<file path="config.mk">
export PLATFORM = sky130hd
export DESIGN_NAME = mem_arbiter
export DESIGN_NICKNAME = d
export VERILOG_FILES = /design/src/rtl/mem_arb_pkg.sv /design/src/rtl/rr_arb2.sv /design/src/rtl/mem_arbiter.sv
export SDC_FILE = /design/constraint.sdc
export NUM_CORES = 1
export LEC_CHECK = 0
export ABC_AREA = 1
export BUFFER_PORTS_ARGS = -buffer_cell sky130_fd_sc_hd__buf_2
export CAP_MARGIN = 40
export CORE_AREA = 2 2 124 126
export DETAILED_ROUTE_END_ITERATION = 10
export DIE_AREA = 0 0 126 128
export PLACE_DENSITY = 0.82
export SLEW_MARGIN = 25
export SYNTH_ARGS = -nofsm -noshare
export SYNTH_HDL_FRONTEND = slang
export SYNTH_HIERARCHICAL = 1
export SYNTH_SLANG_ARGS = --single-unit
</file>
<file path="constraint.sdc">
create_clock -name clk -period 2.2 [get_ports clk]
set_clock_uncertainty 0.2 [all_clocks]
set_input_delay 0.11 -clock clk [delete_from_list [all_inputs] [get_ports clk]]
set_output_delay 0.11 -clock clk [all_outputs]
set_load 0.01 [all_outputs]
</file>
<file path="src/rtl/mem_arb_pkg.sv">
// Shared constants for the two-master sram arbiter: FSM encodings, master indices, byte strobes.
package mem_arb_pkg;

  localparam logic [1:0] IDLE   = 2'd0;
  localparam logic [1:0] SETUP  = 2'd1;
  localparam logic [1:0] ACCESS = 2'd2;

  localparam logic M_FETCH = 1'b0;
  localparam logic M_DATA  = 1'b1;

  localparam logic [3:0] STRB_BYTE = 4'b0001;
  localparam logic [3:0] STRB_HALF = 4'b0011;
  localparam logic [3:0] STRB_WORD = 4'b1111;

endpackage

</file>
<file path="src/rtl/rr_arb2.sv">
// Two-input round-robin picker; the last_grant history register lives in the caller.
module rr_arb2
  import mem_arb_pkg::*;
(
  input  logic [1:0] req,
  input  logic [1:0] mask,
  input  logic       last_grant,
  output logic       grant_valid,
  output logic       grant_idx
);

  logic [1:0] elig;

  always_comb begin
    elig        = req & ~mask;
    grant_valid = |elig;
    grant_idx   = M_FETCH;
    case (elig)
      2'b01:   grant_idx = M_FETCH;
      2'b10:   grant_idx = M_DATA;
      2'b11:   grant_idx = ~last_grant;
      default: grant_idx = M_FETCH;
    endcase
  end

endmodule

</file>
<file path="src/rtl/mem_arbiter.sv">
// Arbitrates fetch (m0) and load/store (m1) masters onto one sram port with a
// setup/access handshake and a watchdog on a stalled slave.
module mem_arbiter
  import mem_arb_pkg::*;
#(
  parameter int unsigned AW      = 32,
  parameter int unsigned DW      = 32,
  parameter int unsigned TIMEOUT = 16
) (
  input  logic            clk,
  input  logic            rts,
  input  logic            m0_req,
  input  logic [AW-1:0]   m0_addr,
  input  logic            m0_wr,
  input  logic [DW-1:0]   m0_wdata,
  input  logic [DW/8-1:0] m0_strb,
  output logic            m0_gnt,
  output logic            m0_done,
  output logic            m0_err,
  output logic [DW-1:0]   m0_rdata,
  input  logic            m1_req,
  input  logic [AW-1:0]   m1_addr,
  input  logic            m1_wr,
  input  logic [DW-1:0]   m1_wdata,
  input  logic [DW/8-1:0] m1_strb,
  output logic            m1_gnt,
  output logic            m1_done,
  output logic            m1_err,
  output logic [DW-1:0]   m1_rdata,
  output logic            apb_sel,
  output logic            apb_en,
  output logic            apb_wr,
  output logic [AW-1:0]   apb_addr,
  output logic [DW-1:0]   apb_wdata,
  output logic [DW/8-1:0] apb_strb,
  input  logic [DW-1:0]   apb_rdata,
  input  logic            apb_ready
);

  localparam int unsigned SW = DW / 8;
  localparam int unsigned CW = (TIMEOUT == 0) ? 1 : $clog2(TIMEOUT + 1);

  logic [1:0]    state_q, state_d;
  logic          last_grant_q, last_grant_d;
  logic [CW-1:0] cnt_q, cnt_d;
  logic          sel_q, sel_d;
  logic          en_q, en_d;
  logic          wr_q, wr_d;
  logic [AW-1:0] addr_q, addr_d;
  logic [DW-1:0] wdata_q, wdata_d;
  logic [SW-1:0] strb_q, strb_d;
  logic [1:0]    gnt_q, gnt_d;
  logic [1:0]    done_q, done_d;
  logic [1:0]    err_q, err_d;
  logic [DW-1:0] rdata0_q, rdata0_d;
  logic [DW-1:0] rdata1_q, rdata1_d;

  logic grant_valid;
  logic grant_idx;
  logic timeout_hit_c;

  // A master that just saw done sits out one IDLE cycle so it can drop req cleanly.
  rr_arb2 u_rr (
    .req         ({m1_req, m0_req}),
    .mask        (done_q),
    .last_grant  (last_grant_q),
    .grant_valid (grant_valid),
    .grant_idx   (grant_idx)
  );

  // cnt_q counts completed ACCESS cycles, so the TIMEOUT-th cycle is the last one.
  assign timeout_hit_c = (TIMEOUT != 0) && (cnt_q == CW'(TIMEOUT - 1));

  always_comb begin
    state_d      = state_q;
    last_grant_d = last_grant_q;
    cnt_d        = cnt_q;
    sel_d        = sel_q;
    en_d         = en_q;
    wr_d         = wr_q;
    addr_d       = addr_q;
    wdata_d      = wdata_q;
    strb_d       = strb_q;
    gnt_d        = 2'b00;
    done_d       = 2'b00;
    err_d        = 2'b00;
    rdata0_d     = rdata0_q;
    rdata1_d     = rdata1_q;
    case (state_q)
      IDLE: begin
        if (grant_valid) begin
          state_d      = SETUP;
          last_grant_d = grant_idx;
          cnt_d        = '0;
          sel_d        = 1'b1;
          en_d         = 1'b0;
          gnt_d[grant_idx] = 1'b1;
          if (grant_idx == M_DATA) begin
            wr_d    = m1_wr;
            addr_d  = m1_addr;
            wdata_d = m1_wdata;
            strb_d  = m1_strb;
          end else begin
            wr_d    = m0_wr;
            addr_d  = m0_addr;
            wdata_d = m0_wdata;
            strb_d  = m0_strb;
          end
        end
      end
      SETUP: begin
        state_d = ACCESS;
        en_d    = 1'b1;
      end
      ACCESS: begin
        if (apb_ready) begin
          state_d = IDLE;
          sel_d   = 1'b0;
          en_d    = 1'b0;
          done_d[last_grant_q] = 1'b1;
          if (!wr_q) begin
            if (last_grant_q == M_DATA) rdata1_d = apb_rdata;
            else                        rdata0_d = apb_rdata;
          end
        end else if (timeout_hit_c) begin
          state_d = IDLE;
          sel_d   = 1'b0;
          en_d    = 1'b0;
          done_d[last_grant_q] = 1'b1;
          err_d[last_grant_q]  = 1'b1;
          if (last_grant_q == M_DATA) rdata1_d = '0;
          else                        rdata0_d = '0;
        end else begin
          cnt_d = cnt_q + CW'(1);
        end
      end
      default: begin
        state_d = IDLE;
        sel_d   = 1'b0;
        en_d    = 1'b0;
      end
    endcase
  end

  always_ff @(posedge clk) begin
    if (rts) begin
      state_q      <= IDLE;
      last_grant_q <= M_DATA;
      cnt_q        <= '0;
      sel_q        <= 1'b0;
      en_q         <= 1'b0;
      wr_q         <= 1'b0;
      addr_q       <= '0;
      wdata_q      <= '0;
      strb_q       <= '0;
      gnt_q        <= 2'b00;
      done_q       <= 2'b00;
      err_q        <= 2'b00;
      rdata0_q     <= '0;
      rdata1_q     <= '0;
    end else begin
      state_q      <= state_d;
      last_grant_q <= last_grant_d;
      cnt_q        <= cnt_d;
      sel_q        <= sel_d;
      en_q         <= en_d;
      wr_q         <= wr_d;
      addr_q       <= addr_d;
      wdata_q      <= wdata_d;
      strb_q       <= strb_d;
      gnt_q        <= gnt_d;
      done_q       <= done_d;
      err_q        <= err_d;
      rdata0_q     <= rdata0_d;
      rdata1_q     <= rdata1_d;
    end
  end

  assign m0_gnt    = gnt_q[0];
  assign m1_gnt    = gnt_q[1];
  assign m0_done   = done_q[0];
  assign m1_done   = done_q[1];
  assign m0_err    = err_q[0];
  assign m1_err    = err_q[1];
  assign m0_rdata  = rdata0_q;
  assign m1_rdata  = rdata1_q;
  assign apb_sel   = sel_q;
  assign apb_en    = en_q;
  assign apb_wr    = wr_q;
  assign apb_addr  = addr_q;
  assign apb_wdata = wdata_q;
  assign apb_strb  = strb_q;

endmodule

</file>
==> flow_metrics.py <==
metrics = {
    "yosys": {
        "post-synth-top-area-cell": "sky130_fd_sc_hd__dfxtp_1",
        "yosys_register_bits": 148,
        "yosysWarnings": 6,
        "synth_area_sq_um": 6170,
        "synth_common_cells": "sky130_fd_sc_hd__nand2_1, sky130_fd_sc_hd__dfxtp_1, sky130_fd_sc_hd__nor2_1",
        "synthDistinctLibCells": 23,
        "ys_async_sr_fraction_pct": 0,
        "synth-edff-count": 0,
        "mappedNetlistNets": 982,
        "syn-instance-count": 805,
        "synth_seq_area_share_pct": 48.0,
        "yosys.cell_count.top_type": "sky130_fd_sc_hd__nand2_1",
        "netlist_top_cells_area": "sky130_fd_sc_hd__dfxtp_1, sky130_fd_sc_hd__nand2_1, sky130_fd_sc_hd__mux2i_1",
        "synth_flop_cell": "sky130_fd_sc_hd__dfxtp_1",
        "synthDominantCellAreaShare_pct": 48.0,
        "post_synth.cell_area_avg_sq_um": 7.67,
    },
    "final_layout": {
        "syn_to_final_growth_pct": 68.1,
        "final_util_pct": 69.8,
        "nNetsFinal": 1459,
        "fraction_of_final_layout_cells_with_drive_strength_greater_than_1_pct": 30.0,
    },
    "pwr": {
        "power_w": 0.00756,
        "power.share.clock_pct": 40.1,
        "p_per_area_nw_per_um2": 729,
        "swShare_pct": 28.0,
        "power_leakage_nw": 5.13,
        "internal_power_w": 0.00544,
        "p_sw_w": 0.00212,
        "power.ir.vdd_worst_uv": 492,
        "seqPwrFrac_pct": 39.6,
        "comb_pwr_share_pct": 20.2,
    },
    "global_route": {
        "groute.usage.overall_pct": 30.9,
        "busiest_layer": "met2",
        "grt_pass1_wl_microns": 39300,
        "first_global_vias": 7672,
        "initial_antenna_violation_count": 3,
        "pin_count_of_the_biggest_net_entering_global_routing": 68,
        "use_met3_pct": 8.68,
        "grt_overflow": 0,
        "use_met1_pct": 32.3,
        "met2_track_usage_gr_pct": 53.0,
    },
    "sta": {
        "grt_setup_unrepaired": "yes",
        "period_minus_slack_ns": 2.15,
        "timing.final.hold_violations": 0,
        "min_period_over_period_pct": 97.8,
        "max_slew.worst_pin.slew_ns": 0.685,
        "setup-tns-final_ns": 0,
        "maxClockFrequency_mhz": 465,
        "postLayoutSetupSlackWorst_ns": 0.0483,
        "slew_viol_final": 0,
        "slew_headroom_pct": 54.3,
        "setup-violations-final": 0,
    },
    "worst_setup_path": {
        "sum_of_buffers_and_inverters_on_the_critical_path": 4,
        "timing.critical_path.max_delay_family": "buffers and inverters",
        "worst_ep_arrival_time_ns": 2.23,
        "setup.worst_path.end_class": "flop",
        "slowest_delay_ns": 0.57,
        "critPathKind": "flop to flop",
        "critPathLaunchType": "flop",
        "required_ns": 2.27,
        "critical-path-slowest-cell": "sky130_fd_sc_hd__dlygate4sd3_1",
        "cp_cell_sequence": "inv_1 -> nand3_1 -> nand2_1 -> inv_4 -> clkbuf_16 -> mux2i_1 -> dlygate4sd3_1 -> o21ai_0",
        "timing.critical_path.fanout_max": 14,
    },
    "drt": {
        "drc_violation_count_after_routing": 0,
        "drt_first_pass_iters": 5,
        "drtIter0Drc": 615,
        "wire_per_inst_microns": 18.0,
        "via_per_inst": 5.19,
        "vias": 7719,
        "routed_wire_length_microns": 26800,
        "postRouteAntennaNets": 0,
    },
    "placed_design": {
        "hpwl_microns": 13800,
        "place_worst_setup_slack_ns": 0.244,
        "port_buffers": 315,
        "gp_routability_congestion": 0.812,
    },
    "floorplan": {
        "initial_core_util_pct": 41.5,
        "design.core.area_sq_um": 14900,
        "placement_rows": 45,
        "die_area_sq_um": 16100,
        "die_width_microns": 126,
        "num_io_pins": 316,
        "die_height_microns": 128,
    },
    "cts": {
        "cts_sinks": 148,
        "tritoncts": "done",
        "clock_latency_ns": 0.42,
        "cts.path.max_buffers": 2,
        "clock_tree.htree_level_count": 4,
        "clock_tree.root_cell": "sky130_fd_sc_hd__clkbuf_16",
        "clk_pin_slew_ns": 0.06,
        "cts_inserted_buffers": 17,
    },
    "worst_hold_path": {
        "type_of_the_worst_min_delay_path": "primary input to flop",
    },
    "flow_run": {
        "max_cap_viol_count": 0,
    },
    "outcome": {
        "status": "complete, no violations",
    },
}
## cell families after synthesis
family | after synthesis | synth area share [%]
DFF | 148 | 48.0
muxes | 68 | 11.0
buffers and inverters | 89 | 6.65
adders and majority gates | 2 | 0.405
AOI/OAI and AO/OA | 75 | 6.12
and+or+nand+nor | 423 | 27.8
## worst register-to-register path: stages (launching register included)
cell	delay, ns
sky130_fd_sc_hd__dfxtp_1	0.33
sky130_fd_sc_hd__inv_1	0.05
sky130_fd_sc_hd__nand3_1	0.06
sky130_fd_sc_hd__nand2_1	0.08
sky130_fd_sc_hd__inv_4	0.14
sky130_fd_sc_hd__clkbuf_16	0.23
sky130_fd_sc_hd__mux2i_1	0.22
sky130_fd_sc_hd__dlygate4sd3_1	0.57
sky130_fd_sc_hd__o21ai_0	0.11
## power groups by stage
stage	logic [W]	registers (W)	clock network [W]
6_report	0.00153	0.00300	0.00303
2_1_floorplan	0.000511	0.00310	0
3_5_place_dp	0.00108	0.00302	0
3_3_place_gp	0.00106	0.00302	0
4_1_cts	0.00137	0.00297	0.00305
5_1_grt	0.00162	0.00301	0.00317
## routing by layer
| layer | vias to the layer above | wire (microns) | share of wire, % |
|---|---|---|---|
| li1 | 3532 | - | - |
| met1 | 3466 | 9350 | 35 |
| met2 | 548 | 12700 | 47 |
| met3 | 173 | 2590 | 9.7 |
| met4 | 0 | 2130 | 8.0 |
| met5 | - | 0 | 0 |
## metrics by stage
stage                     hold WS [ns]  cells  area (sq um)
after global routing             0.136   1486         10400
after detailed placement         0.145   1275          7930
final                           0.0769   1486         10400
after floorplan                -0.0209    805          6170
after global placement           0.144   1275          7930
after CTS                       0.0948   1479         10300
## placed cells by master (no fill, tap or decap)
cell	instances
sky130_fd_sc_hd__nand3_1	59
sky130_fd_sc_hd__inv_1	32
sky130_fd_sc_hd__dfxtp_1	147
sky130_fd_sc_hd__nand2_2	3
sky130_fd_sc_hd__buf_4	10
sky130_fd_sc_hd__buf_12	5
sky130_fd_sc_hd__dfxtp_2	1
sky130_fd_sc_hd__o21ai_0	61
sky130_fd_sc_hd__a21boi_1	1
sky130_fd_sc_hd__buf_16	1
sky130_fd_sc_hd__nand2_1	205
sky130_fd_sc_hd__nor2_8	1
sky130_fd_sc_hd__bufinv_16	3
sky130_fd_sc_hd__nand3_2	1
sky130_fd_sc_hd__buf_2	315
sky130_fd_sc_hd__clkinvlp_4	4
sky130_fd_sc_hd__nand2_4	1
sky130_fd_sc_hd__a21oi_1	3
sky130_fd_sc_hd__clkbuf_8	2
sky130_fd_sc_hd__inv_2	6
sky130_fd_sc_hd__and2_1	1
sky130_fd_sc_hd__clkinv_2	4
sky130_fd_sc_hd__inv_4	1
sky130_fd_sc_hd__diode_2	3
sky130_fd_sc_hd__buf_6	2
sky130_fd_sc_hd__clkinv_4	2
sky130_fd_sc_hd__dlygate4sd3_1	172
sky130_fd_sc_hd__nor2_2	3
sky130_fd_sc_hd__mux2i_1	67
sky130_fd_sc_hd__clkbuf_16	20
sky130_fd_sc_hd__mux2i_2	1
sky130_fd_sc_hd__o21ai_1	10
sky130_fd_sc_hd__nor3_1	2
sky130_fd_sc_hd__nor2_4	2
sky130_fd_sc_hd__nor2_1	145
sky130_fd_sc_hd__ha_1	2
## cell type report
class,count,area (sq um)
antenna,3,7.51
tap,188,235
clock inverter,13,158
multi-input combinational,568,2810
fill,1054,4490
inverter,39,149
clock buffer,19,453
timing repair buffer,508,3600
sequential,148,2960
## flip-flops by register name (all words and copies together) (netlist names)
register,cells
apb_addr,32
apb_sel,1
apb_strb,4
apb_wdata,32
apb_wr,1
cnt_q,5
done_q,2
err_q,2
gnt_q,2
last_grant_q,1
m0_rdata,32
m1_rdata,32
state_q,2
## path summary, 6_finish.rpt
kind / startpoint / to / slack (ns) / cells past startpoint
setup / recovery: done_q[0] / apb_addr[12] / 0.05 / 8
hold / removal: m0_req / cnt_q[2] / 0.08 / 6
setup reg to reg: done_q[0] / apb_addr[12] / 0.05 / 8
hold reg to reg: apb_wdata[6] / apb_wdata[6] / 0.25 / 2
## what timing repair did
item | CTS | global route
hold buffers | 172 | 0
buffers inserted | 0 | 0
hold endpoints to repair | 142 | 0
resized for setup | 0 | 11
setup endpoints to repair | 0 | 47
Power figures use the tool's default switching activity.
